File: src/rtl/smart_home_ctrl_p.sv
// Smart-home controller: debounced door/window/fire sensors, a fire-alarm
// hold timer and a hysteretic heat/cool thermostat, all driving a single
// state register whose code is shown on the display.
module smart_home_ctrl_p #(
  parameter int TW         = 7,
  parameter int NW         = 4,
  parameter int DEB        = 3,
  parameter int T_LO       = 50,
  parameter int T_HI       = 60,
  parameter int HYST       = 2,
  parameter int ALARM_HOLD = 8,
  localparam int IW        = (NW > 1) ? $clog2(NW) : 1
) (
  input  logic          clk,
  input  logic          Rst,
  input  logic          SFD,
  input  logic          SRD,
  input  logic [NW-1:0] SW,
  input  logic          SFA,
  input  logic [TW-1:0] ST,
  output logic          fdoor,
  output logic          rdoor,
  output logic          winbuzz,
  output logic [IW-1:0] win_idx,
  output logic          alarmbuzz,
  output logic          heater,
  output logic          cooler,
  output logic [2:0]    display
);

  // State codes double as the display value.
  localparam logic [2:0] S_IDLE  = 3'b000;
  localparam logic [2:0] S_FDOOR = 3'b001;
  localparam logic [2:0] S_RDOOR = 3'b010;
  localparam logic [2:0] S_ALARM = 3'b011;
  localparam logic [2:0] S_WIN   = 3'b100;
  localparam logic [2:0] S_HEAT  = 3'b101;
  localparam logic [2:0] S_COOL  = 3'b110;

  // Thresholds are compared unsigned at the temperature width.
  localparam logic [TW-1:0] HEAT_ENTER = TW'(T_LO);
  localparam logic [TW-1:0] HEAT_EXIT  = TW'(T_LO + HYST);
  localparam logic [TW-1:0] COOL_ENTER = TW'(T_HI);
  localparam logic [TW-1:0] COOL_EXIT  = TW'(T_HI - HYST);
  localparam logic [3:0]    DEB_C      = 4'(DEB);
  localparam logic [7:0]    HOLD_LOAD  = 8'(ALARM_HOLD - 1);

  // Debounced inputs: 0 = front door, 1 = rear door, 2 = fire, 3.. = windows.
  localparam int NS = NW + 3;

  logic [NS-1:0] sense;
  logic [NS-1:0] qual;
  logic [3:0]    cnt_reg [NS];

  assign sense = {SW, SFA, SRD, SFD};

  genvar gi;
  generate
    for (gi = 0; gi < NS; gi++) begin : g_deb
      // Saturating run-length counter: any low sample clears it.
      always_ff @(posedge clk) begin
        if (Rst)
          cnt_reg[gi] <= 4'd0;
        else if (!sense[gi])
          cnt_reg[gi] <= 4'd0;
        else if (cnt_reg[gi] != 4'hF)
          cnt_reg[gi] <= cnt_reg[gi] + 4'd1;
      end
      assign qual[gi] = (cnt_reg[gi] >= DEB_C);
    end
  endgenerate

  logic          fd_q, rd_q, fa_q;
  logic [NW-1:0] win_q;

  assign fd_q  = qual[0];
  assign rd_q  = qual[1];
  assign fa_q  = qual[2];
  assign win_q = qual[NS-1:3];

  logic [2:0]    state_reg, state_next;
  logic [7:0]    hold_reg;
  logic [IW-1:0] win_idx_reg, win_idx_next;

  // State register, alarm hold counter and window index register.
  always_ff @(posedge clk) begin
    if (Rst) begin
      state_reg   <= S_IDLE;
      hold_reg    <= 8'd0;
      win_idx_reg <= '0;
    end else begin
      state_reg   <= state_next;
      win_idx_reg <= win_idx_next;
      if (state_reg != S_ALARM && state_next == S_ALARM)
        hold_reg <= HOLD_LOAD;
      else if (state_reg == S_ALARM && hold_reg != 8'd0)
        hold_reg <= hold_reg - 8'd1;
    end
  end

  // Lowest-index qualified window; keeps the old value when none is open.
  always_comb begin
    win_idx_next = win_idx_reg;
    for (int i = NW - 1; i >= 0; i--) begin
      if (win_q[i])
        win_idx_next = IW'(i);
    end
  end

  // Next state: alarm hold first, then sensor priority, then thermostat.
  always_comb begin
    state_next = S_IDLE;
    if (state_reg == S_ALARM && hold_reg != 8'd0)
      state_next = S_ALARM;
    else if (state_reg == 3'b111)
      state_next = S_IDLE;
    else if (fa_q)
      state_next = S_ALARM;
    else if (fd_q)
      state_next = S_FDOOR;
    else if (rd_q)
      state_next = S_RDOOR;
    else if (|win_q)
      state_next = S_WIN;
    else if (state_reg == S_HEAT && ST < HEAT_EXIT)
      state_next = S_HEAT;
    else if (state_reg == S_COOL && ST > COOL_EXIT)
      state_next = S_COOL;
    else if (ST < HEAT_ENTER)
      state_next = S_HEAT;
    else if (ST > COOL_ENTER)
      state_next = S_COOL;
  end

  // Actuators decode straight from the state register, so they are one-hot.
  always_comb begin
    fdoor     = (state_reg == S_FDOOR);
    rdoor     = (state_reg == S_RDOOR);
    alarmbuzz = (state_reg == S_ALARM);
    winbuzz   = (state_reg == S_WIN);
    heater    = (state_reg == S_HEAT);
    cooler    = (state_reg == S_COOL);
    display   = (state_reg == 3'b111) ? S_IDLE : state_reg;
    win_idx   = win_idx_reg;
  end

endmodule

File: config.mk
export PLATFORM = sky130hd
export DESIGN_NAME = smart_home_ctrl_p
export DESIGN_NICKNAME = d
export VERILOG_FILES = /design/src/rtl/smart_home_ctrl_p.sv
export SDC_FILE = /design/constraint.sdc
export NUM_CORES = 1
export LEC_CHECK = 0
export ABC_CLOCK_PERIOD_IN_PS = 3580
export BUFFER_PORTS_ARGS = -buffer_cell sky130_fd_sc_hd__clkbuf_2
export CORE_MARGIN = 2
export CORE_UTILIZATION = 55
export DETAILED_ROUTE_END_ITERATION = 16
export HOLD_SLACK_MARGIN = 0.05
export PLACE_DENSITY = 0.76
export SLEW_MARGIN = 20
export SYNTH_ARGS = -nofsm -noshare
export SYNTH_HDL_FRONTEND = slang
export SYNTH_SLANG_ARGS = --single-unit
File: constraint.sdc
create_clock -name clk -period 3.58 [get_ports clk]
set_clock_uncertainty 0.2 [all_clocks]
set_input_delay 0.179 -clock clk [delete_from_list [all_inputs] [get_ports clk]]
set_output_delay 0.179 -clock clk [all_outputs]
set_load 0.01 [all_outputs]
==> impl_metrics.py <==
metrics = {
    "worst_setup_path": {
        "cp-start-kind": "flop",
        "cp.arrival_ns": 1.95,
        "crit_type": "flop to flop",
        "cp-end-kind": "flop",
        "crit_fanout": 6,
        "required_ns": 3.55,
    },
    "cells_and_area": {
        "insertedDiodeCount": 0,
        "drive_gt1_share_pct": 15.8,
        "finalInstanceArea_um2": 2490,
        "fillers": 319,
        "largest_reg_flops": 28,
        "fin_cells": 291,
        "fin_nets": 265,
        "area_growth_pct": 12.7,
    },
    "placement": {
        "pre_cts_slack_ns": 1.61,
        "port_buffers": 26,
        "dp_hpwl_mm": 2.95,
        "dpl-instance-area_um2": 2390,
        "gp_congestion": 0.784,
        "dp_cells": 283,
    },
    "detailed_routing": {
        "wire_per_inst_um": 13.3,
        "vias": 1643,
        "final_antenna_net_count": 0,
        "vias_per_cell": 5.65,
        "drc": 0,
        "firstDrtPassIters": 4,
        "drtIter0Drc": 69,
        "wirelength_mm": 3.88,
    },
    "floorplan": {
        "io_pins": 27,
        "core-area_um2": 3940,
        "num_rows": 23,
        "die-area_um2": 4540,
        "die_w_um": 67.4,
        "die_h_um": 67.4,
        "initial_core_util_pct": 56.0,
    },
    "synth": {
        "synth-seq-cells": 41,
        "ys.flop_type": "edfxtp_1",
        "yosysMostFrequentCell": "edfxtp_1",
        "synth-edff-count": 28,
        "syn_inst": 210,
        "synth_commonest_cells": "28 x edfxtp_1, 20 x nor2_1, 18 x nand3_1, 17 x xor2_1, 13 x dfxtp_1",
        "synthesis.nets": 235,
        "async_reset_ff_share_pct": 0,
        "yosysWarnings": 0,
        "yosysTopAreaCell": "edfxtp_1",
        "syn_avg_cell_area_um2": 10.5,
        "synth_top_area_share_pct": 38.1,
        "synth.area.top_cells": "edfxtp_1 38%, dfxtp_1 12%, xor2_1 6.7%",
        "syn_area_um2": 2210,
        "yosys.cell_types.count": 43,
        "synth-seq-area-share_pct": 49.8,
    },
    "timing": {
        "setup_viol": 0,
        "period_needed_ns": 1.98,
        "rsz0062_at_grt": "no",
        "worst_slew_pin_slew_ns": 0.388,
        "worst_slack_ns": 1.60,
        "finalCritPeriodShare_pct": 55.3,
        "slew_headroom_pct": 73.9,
        "maxSlewViolCount": 0,
        "fmaxAchievable_ghz": 0.505,
        "hold_viol": 0,
        "fin_tns_setup_ns": 0,
    },
    "global_routing": {
        "grt_pass1_wl_mm": 6.49,
        "grt_overflow": 0,
        "grt_max_degree": 15,
        "grt_util_all_layers_pct": 19.5,
        "grt_pass1_vias": 1471,
        "antenna_found_initial": 0,
    },
    "power_and_ir_drop": {
        "power_density_nw_per_um2": 372,
        "ir_worst_vdd_v": 0.000248,
        "p_leak_nw": 1.11,
        "p_total_uw": 927,
    },
    "clocking": {
        "cts_buffers": 5,
        "clock_latency_ns": 0.29,
        "cts_tree": "done",
        "clockBufferDepth": 2,
        "cts.sinks": 41,
        "cts_root_buf": "clkbuf_8",
        "hold_buffers": 0,
        "cts_resized": 0,
        "postCtsSetupBuffers": 0,
        "clkTransAtPathRegs_ns": 0.08,
        "cts-htree-levels": 2,
    },
    "run": {
        "drv_cap": 0,
    },
    "status": {
        "outcome": "finished clean",
    },
    "worst_hold_path": {
        "hold_class": "input port to flop",
    },
}
[routing by layer]
metal	GRT usage [%]	vias up	part of all wire, %
met3	6.33	7	3.7
met5	0	-	0
met4	6.12	0	1.3
met1	26.3	763	50
met2	29.8	27	45
li1	-	846	-
[stage by stage]
stage          hold WS (ns)  util, %
2_1_floorplan         0.154        -
3_3_place_gp          0.273     60.6
3_5_place_dp          0.278     60.6
4_1_cts              0.0892     63.2
5_1_grt               0.104     63.2
6_report             0.0968     63.2
[critical path, cell delays in order (launching register included)]
cell and delay, ns:
dfxtp_1 0.34, inv_1 0.10, ha_1 0.14, or3b_1 0.44, o21a_4 0.26, a221oi_1 0.29, a311oi_1 0.08
[area by class of cell]
cell class / count / area, µm² / share of cell area [%]
multi-input combinational: 162 / 1080 / 43.4
timing repair buffer: 26 / 130 / 5.22
tap: 50 / 62.6 / 2.51
inverter: 4 / 15.0 / 0.603
clock inverter: 1 / 5.00 / 0.201
sequential: 41 / 1100 / 44.2
clock buffer: 7 / 96.3 / 3.87
[power breakdown]
group          switching [mW]  total [mW]  internal, mW
registers              0.0125       0.527         0.514
clock network           0.155       0.329         0.174
logic                  0.0380      0.0713        0.0334
total                   0.205       0.927         0.722
[cell usage in the layout, fill, tap and decap left out, drive strengths merged, types with 3 or more instances in the layout]
cell	Yosys	final
and2	10	10
and3	8	8
clkbuf	2	33
dfxtp	13	13
edfxtp	28	28
ha	9	9
inv	4	4
nand2	11	11
nand3	18	18
nand3b	3	3
nand4	8	8
nor2	20	20
nor2b	8	8
nor3	8	8
nor3b	3	3
o211ai	3	3
o21ai	4	4
or3	3	3
xor2	17	17
[cell families (layout without fill, tap and decap cells)]
logic type / Yosys count / in the layout / share of synthesized area (%)
xor gates and xnor gates: 18 / 18 / 7.13
adders and majority gates: 9 / 9 / 5.10
and+or+nand+nor: 112 / 112 / 28.8
AOI/OAI and AO/OA: 23 / 23 / 7.93
buffers and inverters: 7 / 38 / 1.25
DFF: 41 / 41 / 49.8
[worst paths after layout]
check | start | endpoint | slack, ns | depth (start not counted)
setup / recovery | hold_reg[0] | hold_reg[2] | 1.60 | 6
hold / removal | ST[6] | state_reg[2] | 0.1 | 3
setup reg to reg | hold_reg[0] | hold_reg[2] | 1.60 | 6
hold reg to reg | hold_reg[7] | hold_reg[7] | 0.29 | 2
No activity file was read; power rests on OpenSTA's default activity.
